$ cat config.mk
export PLATFORM = sky130hd
export DESIGN_NAME = tmds_channel_decoder
export DESIGN_NICKNAME = d
export VERILOG_FILES = /design/src/rtl/tmds_channel_decoder.sv
export SDC_FILE = /design/constraint.sdc
export NUM_CORES = 1
export LEC_CHECK = 0
export CORE_ASPECT_RATIO = 0.5
export CORE_UTILIZATION = 40
export CTS_CLUSTER_DIAMETER = 40
export DETAILED_ROUTE_END_ITERATION = 8
export GPL_TIMING_DRIVEN = 0
export PLACE_DENSITY = 0.61
export SYNTH_ARGS = -nofsm -noshare
export SYNTH_HDL_FRONTEND = slang
export SYNTH_SLANG_ARGS = --single-unit
$ cat constraint.sdc
create_clock -name clk_pix -period 4.09 [get_ports clk_pix]
set_input_delay 0.818 -clock clk_pix [delete_from_list [all_inputs] [get_ports clk_pix]]
set_output_delay 0.818 -clock clk_pix [all_outputs]
set_load 0.01 [all_outputs]
$ cat src/rtl/tmds_channel_decoder.sv
// TMDS receive channel decoder: bit-slip alignment on control-token runs, then video/control/TERC4 decode.
// Define TMDS_DEC_TERC4_EN to compile in the TERC4 code table; otherwise terc4/terc4_hit read 0.
module tmds_channel_decoder #(
    parameter int CTRL_RUN_MIN = 8,
    parameter int TRY_CYCLES   = 16,
    parameter int LOCK_TIMEOUT = 4096
) (
    input  logic       clk_pix,
    input  logic       rst_in,
    input  logic [9:0] sym_in,
    output logic       locked,
    output logic [3:0] bit_offset,
    output logic       de,
    output logic [1:0] ctrl,
    output logic [7:0] data,
    output logic [3:0] terc4,
    output logic       terc4_hit
);
    localparam int RUN_W  = $clog2(CTRL_RUN_MIN) + 1;
    localparam int TRY_W  = $clog2(TRY_CYCLES) + 1;
    localparam int IDLE_W = $clog2(LOCK_TIMEOUT) + 1;
    localparam logic [RUN_W-1:0]  RUN_LAST = RUN_W'(CTRL_RUN_MIN - 1);
    localparam logic [TRY_W-1:0]  TRY_LAST = TRY_W'(TRY_CYCLES - 1);
    localparam logic [IDLE_W-1:0] IDLE_MAX = IDLE_W'(LOCK_TIMEOUT);

    typedef enum logic {SEARCH, LOCKED} state_e;

    state_e            state_q;
    logic [3:0]        off_q;
    logic [RUN_W-1:0]  run_q;
    logic [TRY_W-1:0]  try_q;
    logic [IDLE_W-1:0] idle_q;
    logic [1:0]        flush_q;
    logic [9:0]        sym_d_q;
    logic [9:0]        aw_q;
    logic              de_q;
    logic [1:0]        ctrl_q;
    logic [7:0]        data_q;

    logic [19:0] window;
    logic [4:0]  off_ext;
    logic [9:0]  aw_d;
    logic        tok_d;
    logic [1:0]  tok_ctrl_d;
    logic [7:0]  dw;
    logic [7:0]  vid_d;

    assign window  = {sym_in, sym_d_q};
    assign off_ext = {1'b0, off_q};
    assign aw_d    = window[off_ext +: 10];

    always_ff @(posedge clk_pix or posedge rst_in) begin
        if (rst_in) begin
            sym_d_q <= '0;
            aw_q    <= '0;
        end else begin
            sym_d_q <= sym_in;
            aw_q    <= aw_d;
        end
    end

    always_comb begin
        tok_d      = 1'b1;
        tok_ctrl_d = 2'b00;
        case (aw_q)
            10'h354: tok_ctrl_d = 2'b00;
            10'h0AB: tok_ctrl_d = 2'b01;
            10'h154: tok_ctrl_d = 2'b10;
            10'h2AB: tok_ctrl_d = 2'b11;
            default: tok_d = 1'b0;
        endcase
    end

    // Undo the optional inversion, then the XOR/XNOR transition chain.
    always_comb begin
        dw       = aw_q[9] ? ~aw_q[7:0] : aw_q[7:0];
        vid_d    = '0;
        vid_d[0] = dw[0];
        for (int i = 1; i < 8; i++)
            vid_d[i] = aw_q[8] ? (dw[i] ^ dw[i-1]) : ~(dw[i] ^ dw[i-1]);
    end

    always_ff @(posedge clk_pix or posedge rst_in) begin
        if (rst_in) begin
            state_q <= SEARCH;
            off_q   <= '0;
            run_q   <= '0;
            try_q   <= '0;
            idle_q  <= '0;
            flush_q <= '0;
        end else begin
            case (state_q)
                SEARCH: begin
                    // A lock in the same cycle as try expiry keeps the current offset.
                    if (flush_q == 2'd0 && tok_d && run_q >= RUN_LAST) begin
                        state_q <= LOCKED;
                        run_q   <= '0;
                        try_q   <= '0;
                        idle_q  <= '0;
                    end else if (try_q >= TRY_LAST) begin
                        off_q   <= (off_q == 4'd9) ? 4'd0 : off_q + 4'd1;
                        run_q   <= '0;
                        try_q   <= '0;
                        flush_q <= 2'd2;
                    end else begin
                        try_q <= try_q + TRY_W'(1);
                        if (flush_q != 2'd0)
                            flush_q <= flush_q - 2'd1;
                        else if (tok_d)
                            run_q <= run_q + RUN_W'(1);
                        else
                            run_q <= '0;
                    end
                end
                LOCKED: begin
                    if (idle_q >= IDLE_MAX) begin
                        state_q <= SEARCH;
                        run_q   <= '0;
                        try_q   <= '0;
                        idle_q  <= '0;
                        flush_q <= '0;
                    end else if (tok_d) begin
                        idle_q <= '0;
                    end else begin
                        idle_q <= idle_q + IDLE_W'(1);
                    end
                end
                default: state_q <= SEARCH;
            endcase
        end
    end

    always_ff @(posedge clk_pix or posedge rst_in) begin
        if (rst_in) begin
            de_q   <= 1'b0;
            ctrl_q <= 2'b00;
            data_q <= 8'h00;
        end else if (tok_d) begin
            de_q   <= 1'b0;
            ctrl_q <= tok_ctrl_d;
        end else begin
            de_q   <= 1'b1;
            data_q <= vid_d;
        end
    end

`ifdef TMDS_DEC_TERC4_EN
    logic       t4_hit_d;
    logic [3:0] t4_nib_d;
    logic [3:0] terc4_q;
    logic       terc4_hit_q;

    always_comb begin
        t4_hit_d = 1'b1;
        t4_nib_d = 4'h0;
        case (aw_q)
            10'h29C: t4_nib_d = 4'h0;
            10'h263: t4_nib_d = 4'h1;
            10'h2E4: t4_nib_d = 4'h2;
            10'h2E2: t4_nib_d = 4'h3;
            10'h171: t4_nib_d = 4'h4;
            10'h11E: t4_nib_d = 4'h5;
            10'h18E: t4_nib_d = 4'h6;
            10'h13C: t4_nib_d = 4'h7;
            10'h2CC: t4_nib_d = 4'h8;
            10'h139: t4_nib_d = 4'h9;
            10'h19C: t4_nib_d = 4'hA;
            10'h2C6: t4_nib_d = 4'hB;
            10'h28E: t4_nib_d = 4'hC;
            10'h271: t4_nib_d = 4'hD;
            10'h163: t4_nib_d = 4'hE;
            10'h2C3: t4_nib_d = 4'hF;
            default: t4_hit_d = 1'b0;
        endcase
    end

    always_ff @(posedge clk_pix or posedge rst_in) begin
        if (rst_in) begin
            terc4_q     <= 4'h0;
            terc4_hit_q <= 1'b0;
        end else begin
            terc4_hit_q <= t4_hit_d;
            if (t4_hit_d)
                terc4_q <= t4_nib_d;
        end
    end

    assign terc4     = terc4_q;
    assign terc4_hit = terc4_hit_q;
`else
    assign terc4     = 4'h0;
    assign terc4_hit = 1'b0;
`endif

    assign locked     = (state_q == LOCKED);
    assign bit_offset = off_q;
    assign de         = de_q;
    assign ctrl       = ctrl_q;
    assign data       = data_q;

endmodule

==> flow_summary.yaml, run 1 <==
route:
  wl_per_cell_um: 15.50
  drt-total-wl_um: 7502
  ant_nets: 0
  drtIter0Drc: 102
  drc_errors: 0
  via_per_inst: 5.411
  num_vias: 2619
  first_pass_iters: 4
yosys:
  synth-edff-count: 0
  yosysSeqAreaShare: 0.4242
  synth_top_cell_area_share: 0.4242
  ys_warn_count: 0
  ys_types: 51
  syn_area_mm2: 0.003540
  synth_cells: 324
  ys.flop_type: "dfrtp_1"
  yosys.area.top_type: "dfrtp_1"
  synth-seq-cells: 60
  syn_area_per_cell_um2: 10.92
  synthTopCellsByArea: "dfrtp_1, mux4_2, ha_1"
  async_flop_share: 1.000
cells_and_area:
  layout-drive-gt1-share: 0.1613
  num_antenna_cells: 0
  finalInstanceArea_mm2: 0.004288
  area_delta_synth_final_pct: 21.14
  fillers: 736
  layout_common_cells: "dfrtp_1, nand2_1, clkdlybuf4s50_1"
  fin_nets: 393
  seqCellArea_mm2: 0.001501
  utilization: 0.5174
  mostFrequentLayoutCell: "dfrtp_1"
  multiInputGateArea_mm2: 0.001827
critical_path:
  cp.buffers_inverters: 0
  required_ns: 4.33
  critPathArrivalTime_ns: 2.56
  critPathKind: "reg2reg"
  r2r_setup_slack_ns: 1.76
  path_delay_family: "simple AND/OR/NAND/NOR gates"
  timing.rr.start: "try_q[0]"
  reg2reg_to: "run_q[3]"
  path_common_cell: "ha_1"
  startpoint: "try_q[0]"
  cp_max_fo: 5
  endpoint_kind: "flip-flop"
  max_stage_delay_ns: 0.48
  cp_cell_sequence: "ha_1, and3_1, ha_1, or3_1, a2111oi_4, nand2_2, o31ai_2"
  rr_worst_depth: 7
  slowest_stage: "a2111oi_4"
  startpoint_type: "flip-flop"
clock_tree:
  cts_buffers: 9
  cts_buffer_depth: 2
  root_buffer: "clkbuf_16"
  clk_latency_ns: 0.33
  path_clk_slew_ns: 0.05
  clock_sinks: 60
  htreeDepth: 3
  tritoncts: "yes"
  hold_buffers: 0
  post_cts_buffers: 0
  cts_resized: 0
placed_design:
  dp_slack_ns: 1.584
  place.port_buffers: 27
  placed_area_mm2: 0.003985
  gp_congestion: 0.8419
  dpl.hpwl_um: 5703
floorplan:
  die-area_mm2: 0.009252
  die_x_um: 135.0
  rows: 23
  num_io_pins: 33
  core_mm2: 0.008288
  die_y_um: 68.52
  initial_utilization: 0.4271
timing:
  finalMaxSlewViolations: 0
  period_share: 0.5685
  totalNegativeSetupSlack_ns: 0
  worst_slack_ns: 1.765
  rsz0062_at_grt: "false"
  finalSetupViolCount: 0
  worst_pin_slew_ns: 0.5699
  relSlewSlack: 0.6201
  whs_ns: 0.4650
  fin_skew_ns: 0.008355
  finalCriticalPeriod_ns: 2.325
  fmax_mhz: 430.1
  final_hold_viol_count: 0
worst_hold_path:
  hold_path.class: "reg2reg"
  min_path_cells: 1
  worstHoldEndpoint: "idle_q[10]"
  worstHoldStart: "idle_q[10]"
power_and_ir_drop:
  ir_worst_vdd_uv: 195.2
  p_leak_nw: 1.891
  powerDensity_mw_per_mm2: 355.5
global_route:
  grt_pass1_vias: 2612
  grt_max_degree: 44
  antenna_found_initial: 0
  overflow: 0
  grt_pass1_wl_um: 12570
  grt_usage: 0.1822
run_status:
  status: "complete, no violations"
run:
  drv_cap: 0
==> worst reg2reg max path, cell delays in order (launching register included) <==
cell	delay [ns]
dfrtp_1	0.41
ha_1	0.24
and3_1	0.19
ha_1	0.19
or3_1	0.40
a2111oi_4	0.48
nand2_2	0.12
o31ai_2	0.19
==> stage by stage <==
| stage | instances | power (mW) |
|---|---|---|
| after detailed placement | 468 | 0.7797 |
| after CTS | 484 | 1.546 |
| final | 484 | 1.524 |
| after global routing | 484 | 1.590 |
| after floorplan | 328 | 0.7159 |
| after global placement | 467 | 0.7730 |
==> report_power, final <==
part	total [mW]	switching, mW	internal (mW)
clock network	0.756	0.257	0.499
logic	0.133	0.0578	0.0752
registers	0.635	0.0170	0.618
==> layer usage <==
| metal | global-route usage | up-vias | routed length [um] |
|---|---|---|---|
| li1 | - | 1250 | - |
| met2 | 0.2906 | 82 | 3406 |
| met3 | 0.06725 | 14 | 394 |
| met4 | 0.06320 | 0 | 105 |
| met1 | 0.2318 | 1273 | 3595 |
| met5 | 0 | - | 0 |
==> area by class of cell <==
class                           count  area share
Clock buffer                       11     0.05894
Buffer                             22     0.03443
Tap cell                          112     0.03268
Clock inverter                      5     0.01167
Inverter                           21     0.01838
Multi-Input combinational cell    225      0.4260
Sequential cell                    60      0.3502
Timing Repair Buffer               28     0.06770
==> cells in the mapped netlist (2+ instances only) <==
library cell,n
nor2b_1,4
mux2i_1,12
o211ai_1,2
clkbuf_1,8
o21ai_0,10
inv_1,21
o22ai_1,6
nand4_1,2
nor3_1,4
buf_4,8
xnor2_1,12
a31oi_1,5
a2bb2oi_1,4
a22o_1,6
xor2_1,3
dfrtp_1,60
a21oi_1,15
ha_1,14
and3_1,5
nor2_1,20
buf_6,2
buf_2,3
and2_1,3
a32o_1,2
nand2_1,27
mux4_1,5
nor3_2,2
nand3_1,12
a211oi_1,5
o2bb2ai_1,2
mux4_2,11
mux2_2,8
and4_1,3
==> state kept, by name, summed over array words and instances, names as in the netlist <==
name,cells
idle_q,13
aw_q,10
sym_d_q,10
data,8
try_q,5
bit_offset,4
run_q,4
ctrl,2
flush_q,2
de,1
locked,1
==> how the worst max path moves through the flow <==
| stage | end | slack [ns] | depth (start not counted) |
|---|---|---|---|
| after floorplan | aw_q[0] | 1.79 | 1 |
| after detailed placement | aw_q[3] | 1.58 | 3 |
| after global routing | run_q[3] | 1.70 | 7 |
| after global placement | idle_q[3] | 0.78 | 2 |
| after CTS | run_q[3] | 1.77 | 7 |
| final | run_q[3] | 1.76 | 7 |
==> cells by family (layout without fill, tap and decap cells) <==
logic type / Yosys count / count (layout) / synth area share
AOI/OAI and AO/OA: 64 / 64 / 0.1283
xor gates and xnor gates: 15 / 15 / 0.03712
adders and majority gates: 14 / 14 / 0.04949
buffers and inverters: 43 / 87 / 0.06398
DFF: 60 / 60 / 0.4242
muxes: 36 / 36 / 0.1665
other: 1 / 5 / 0.001059
and+or+nand+nor: 91 / 91 / 0.1294
No activity file was read; power rests on OpenSTA's default activity.
==> run 2: changes to the inputs <==
--- a/config.mk
+++ b/config.mk
@@ -10,7 +10,7 @@
 export CTS_CLUSTER_DIAMETER = 40
 export DETAILED_ROUTE_END_ITERATION = 8
 export GPL_TIMING_DRIVEN = 0
-export PLACE_DENSITY = 0.61
+export PLACE_DENSITY = 0.63
 export SYNTH_ARGS = -nofsm -noshare
 export SYNTH_HDL_FRONTEND = slang
 export SYNTH_SLANG_ARGS = --single-unit
==> constraint.sdc (replaced) <==
create_clock -name clk_pix -period 2 [get_ports clk_pix]
set_input_delay 0.4 -clock clk_pix [delete_from_list [all_inputs] [get_ports clk_pix]]
set_output_delay 0.4 -clock clk_pix [all_outputs]
set_load 0.01 [all_outputs]
==> flow_summary.yaml, run 2 (synthesis results as in run 1) <==
route:
  drt-total-wl_um: 7669
  wl_per_cell_um: 15.52
  ant_nets: 0
  drc_errors: 0
  drtIter0Drc: 99
  num_vias: 2673
  via_per_inst: 5.411
  first_pass_iters: 4
clock_tree:
  cts_buffers: 9
  root_buffer: "clkbuf_16"
  path_clk_slew_ns: 0.05
  clk_latency_ns: 0.33
  tritoncts: "yes"
  clock_sinks: 60
  htreeDepth: 3
  cts_buffer_depth: 2
global_route:
  busiest_layer: "met2"
  grt_pass1_wl_um: 12720
  grt_pass1_vias: 2690
  grt.met3_usage: 0.04386
  grt_max_degree: 44
  gr-usage-met2: 0.3003
  grt_usage: 0.1818
  use_met1: 0.2345
  overflow: 0
  antenna_found_initial: 0
power_and_ir_drop:
  p_leak_nw: 1.942
  power.total_mw: 3.042
  powerDensity_mw_per_mm2: 685.7
  switching_power_mw: 0.6809
  ir_worst_vdd_uv: 501.5
  p_clk_frac: 0.475
  p_int_mw: 2.361
  switching_share: 0.2239
  pwr-share-comb: 0.098
  seq_power_share: 0.428
critical_path:
  reg2reg_to: "data[1]"
  max_stage_delay_ns: 0.38
  path_common_cell: "and3_1"
  slowest_stage: "dfrtp_1"
  cp_cell_sequence: "inv_1, ha_1, and3_1, and3_1, nor2_2, buf_4, mux2_2"
  cp.buffers_inverters: 2
  path_delay_family: "simple AND/OR/NAND/NOR gates"
  required_ns: 2.21
  r2r_setup_slack_ns: 0.01
  critPathArrivalTime_ns: 2.19
  critPathKind: "reg2reg"
  rr_worst_depth: 7
  timing.rr.start: "aw_q[0]"
  startpoint_type: "flip-flop"
  endpoint_kind: "flip-flop"
  cp_max_fo: 10
cells_and_area:
  reg.largest.list: "idle_q x13, aw_q x10, sym_d_q x10"
  top_register: "idle_q"
  area_delta_synth_final_pct: 25.31
  fillers: 710
  num_antenna_cells: 0
  fin_nets: 403
  mostFrequentLayoutCell: "dfrtp_1"
  layout_common_cells: "dfrtp_1, clkdlybuf4s50_1, nand2_1"
  largest_register_ffs: 13
  utilization: 0.5352
  layoutNonFillerInstCount: 494
  layout-drive-gt1-share: 0.2304
run_status:
  status: "complete, no violations"
timing:
  period_share: 0.9927
  rsz0062_at_grt: "true"
  worst_pin_slew_ns: 0.5443
  fin_skew_ns: 0.006234
  finalMaxSlewViolations: 0
  final_hold_viol_count: 0
  finalCriticalPeriod_ns: 1.985
  relSlewSlack: 0.6371
  finalSetupViolCount: 0
  totalNegativeSetupSlack_ns: 0
  whs_ns: 0.3983
  fmax_mhz: 503.7
run:
  drv_cap: 0
placed_design:
  dpl.hpwl_um: 5615
  dp.cells: 468
  place.port_buffers: 27
  gp_congestion: 0.8251
floorplan:
  die-area_mm2: 0.009252
  die_y_um: 68.52
  rows: 23
  initial_utilization: 0.4271
  die_x_um: 135.0
  core_mm2: 0.008288
  num_io_pins: 33
worst_hold_path:
  hold_path.class: "in2async"
-- run 2: timing repair --
item | CTS | global route
buffers inserted | 4 | 5
gates resized for setup | 11 | 15
pin swaps | 8 | 8
endpoints found under the setup margin | 13 | 25
hold buffers | 0 | 0
endpoints found under the hold margin | 0 | 0
gates cloned | 0 | 1
-- run 2: final cells by class --
class | count | area, um2 | area share
Clock buffer | 12 | 266.5 | 0.06008
Timing Repair Buffer | 38 | 362.8 | 0.08181
Sequential cell | 60 | 1501 | 0.3385
Tap cell | 112 | 140.1 | 0.03159
Buffer | 22 | 153.9 | 0.03470
Multi-Input combinational cell | 225 | 1909 | 0.4305
Clock inverter | 4 | 22.52 | 0.005078
Inverter | 21 | 78.83 | 0.01777
-- run 2: worst max-delay path by stage --
stage	startpoint	end	slack [ns]	depth (start not counted)
after CTS	try_q[1]	run_q[3]	-0.07	7
after global routing	aw_q[0]	idle_q[8]	-0.07	8
after global placement	rst_in	sym_d_q[4]	-0.92	2
after detailed placement	try_q[0]	bit_offset[1]	-0.17	7
final	aw_q[0]	data[1]	0.01	7
after floorplan	try_q[0]	run_q[3]	0.02	7
-- run 2: power by group through the flow --
| stage | Combinational [mW] | Sequential (mW) | Clock [mW] |
|---|---|---|---|
| after floorplan | 0.153 | 1.33 | 0 |
| after global placement | 0.279 | 1.32 | 0 |
| after detailed placement | 0.292 | 1.32 | 0 |
| after CTS | 0.294 | 1.30 | 1.48 |
| after global routing | 0.324 | 1.31 | 1.54 |
| final | 0.297 | 1.30 | 1.44 |
-- run 2: metal layers --
| metal | routed length (um) | vias up |
|---|---|---|
| met2 | 3556 | 76 |
| met1 | 3655 | 1312 |
| li1 | - | 1269 |
| met3 | 325 | 16 |
| met4 | 132 | 0 |
| met5 | 0 | - |
-- run 2: through the flow --
step / worst slack [ns] / area [um2]
floorplan: 0.01990 / 3555
global placement: -0.9194 / 3965
detailed placement: -0.1685 / 3985
CTS: -0.06691 / 4355
global route: -0.07322 / 4436
finish: 0.01468 / 4436
==> run 3: changes to the inputs <==
--- a/config.mk
+++ b/config.mk
@@ -5,12 +5,14 @@
 export SDC_FILE = /design/constraint.sdc
 export NUM_CORES = 1
 export LEC_CHECK = 0
+export CAP_MARGIN = 25
 export CORE_ASPECT_RATIO = 0.5
 export CORE_UTILIZATION = 40
 export CTS_CLUSTER_DIAMETER = 40
 export DETAILED_ROUTE_END_ITERATION = 8
+export DONT_BUFFER_PORTS = 1
 export GPL_TIMING_DRIVEN = 0
-export PLACE_DENSITY = 0.63
+export PLACE_DENSITY = 0.58
 export SYNTH_ARGS = -nofsm -noshare
 export SYNTH_HDL_FRONTEND = slang
 export SYNTH_SLANG_ARGS = --single-unit
==> flow_summary.yaml, run 3 (synthesis results as in run 1) <==
cells_and_area:
  fin_nets: 380
  layout_common_cells: "dfrtp_1, nand2_1, buf_4"
  layout-drive-gt1-share: 0.2563
  largest_register_ffs: 13
  top_register: "idle_q"
  finalInstanceArea_mm2: 0.004290
  num_antenna_cells: 0
  mostFrequentLayoutCell: "dfrtp_1"
  utilization: 0.5177
  fillers: 738
  reg.largest.list: "idle_q x13, aw_q x10, sym_d_q x10"
  area_delta_synth_final_pct: 21.21
global_route:
  grt_max_degree: 37
  grt_pass1_vias: 2511
  antenna_found_initial: 0
  overflow: 0
  busiest_layer: "met2"
  use_met1: 0.2232
  gr-usage-met2: 0.3073
  grt.met3_usage: 0.06287
  grt_pass1_wl_um: 12680
  grt_usage: 0.1840
clock_tree:
  hold_buffers: 0
  htreeDepth: 3
  root_buffer: "clkbuf_16"
  cts_buffer_depth: 2
  cts_buffers: 9
  tritoncts: "yes"
  clock_sinks: 60
  path_clk_slew_ns: 0.05
  clk_latency_ns: 0.33
floorplan:
  die_y_um: 68.52
  die_x_um: 135.0
  rows: 23
  core_mm2: 0.008288
  initial_utilization: 0.4271
  die-area_mm2: 0.009252
  num_io_pins: 33
power_and_ir_drop:
  p_leak_nw: 1.887
  ir_worst_vdd_uv: 379.2
  powerDensity_mw_per_mm2: 757.1
  power.total_mw: 3.248
route:
  drt-total-wl_um: 7706
  drc_errors: 0
  drtIter0Drc: 161
  num_vias: 2612
  via_per_inst: 5.546
  wl_per_cell_um: 16.36
  ant_nets: 0
  first_pass_iters: 4
run_status:
  status: "finished, violations left"
  violations: "negative setup slack"
placed_design:
  gp_congestion: 0.9136
  placed_area_mm2: 0.003715
  dpl.hpwl_um: 5498
  place.port_buffers: 0
  dp_slack_ns: -0.1910
timing:
  finalCriticalPeriod_ns: 2.016
  period_share: 1.008
  whs_ns: 0.08740
  worst_pin_slew_ns: 0.7618
  finalMaxSlewViolations: 0
  relSlewSlack: 0.4914
  fin_skew_ns: 0.007308
  fmax_mhz: 496.1
  finalSetupViolCount: 1
  rsz0062_at_grt: "true"
  worst_slack_ns: -0.01567
  final_hold_viol_count: 0
critical_path:
  startpoint_type: "flip-flop"
  cp_max_fo: 6
  critPathArrivalTime_ns: 2.27
  endpoint_kind: "flip-flop"
  required_ns: 2.26
  critPathKind: "reg2reg"
worst_hold_path:
  hold_path.class: "in2async"
run:
  drv_cap: 0
[run 3: cell types whose count changed in the layout (fill, tap and decap cells not counted), moves of 2 or more]
cell             change
clkinv_2             -3
buf_4                +3
bufinv_16            +2
nor3_4               +2
o21ai_1              +2
clkdlybuf4s50_1     -27
buf_6                +3
nor2_2               -3
nor3_2               -2
nor2_4               +3
[run 3: power breakdown]
| group | switching (mW) | internal (mW) |
|---|---|---|
| registers | 0.0524 | 1.27 |
| clock network | 0.541 | 1.19 |
| logic | 0.0950 | 0.101 |
| total | 0.689 | 2.56 |
[run 3: final cells by class]
class,instances,area [um2],area share
Clock inverter,3,67.56,0.01575
Tap cell,112,140.1,0.03266
Multi-Input combinational cell,225,1941,0.4523
Buffer,22,161.4,0.03762
Clock buffer,13,270.3,0.06299
Sequential cell,60,1503,0.3502
Timing Repair Buffer,15,128.9,0.03004
Inverter,21,78.83,0.01837
[run 3: critical path, stage by stage (launching register included)]
cell       delay [ns]
dfrtp_1          0.40
inv_1            0.07
ha_2             0.19
nand2_4          0.06
or3_4            0.42
a2111oi_4        0.45
buf_4            0.18
nand2_1          0.05
o21ai_1          0.11
[run 3: layer usage]
layer / share of wire / vias to the layer above
li1: - / 1225
met1: 0.45 / 1301
met2: 0.48 / 73
met3: 0.053 / 13
met4: 0.013 / 0
met5: 0 / -
[run 3: metrics by stage]
| step | instances | TNS [ns] |
|---|---|---|
| after floorplan | 328 | 0 |
| after global placement | 440 | -27.16 |
| after detailed placement | 441 | -1.061 |
| after CTS | 462 | -0.2399 |
| after global routing | 471 | -0.3926 |
| final | 471 | -0.01567 |
[run 3: what timing repair did]
item	in CTS	in global routing
resized for setup	11	31
cloned	0	1
setup buffers	5	8
setup endpoints to repair	15	33
pin swaps	7	12
[run 3: path summary, 6_finish.rpt]
check | startpoint | to | slack [ns] | cells after the start
worst max-delay path | aw_q[4] | run_q[0] | -0.02 | 8
worst min-delay path | rst_in | bit_offset[3] | 0.09 | 1
worst max register to register | aw_q[4] | run_q[0] | -0.02 | 8
worst min register to register | idle_q[10] | idle_q[10] | 0.46 | 1
max in group asynchronous | rst_in | idle_q[2] | 1.31 | 2
min in group clk_pix | sym_in[5] | sym_d_q[5] | 0.09 | 0
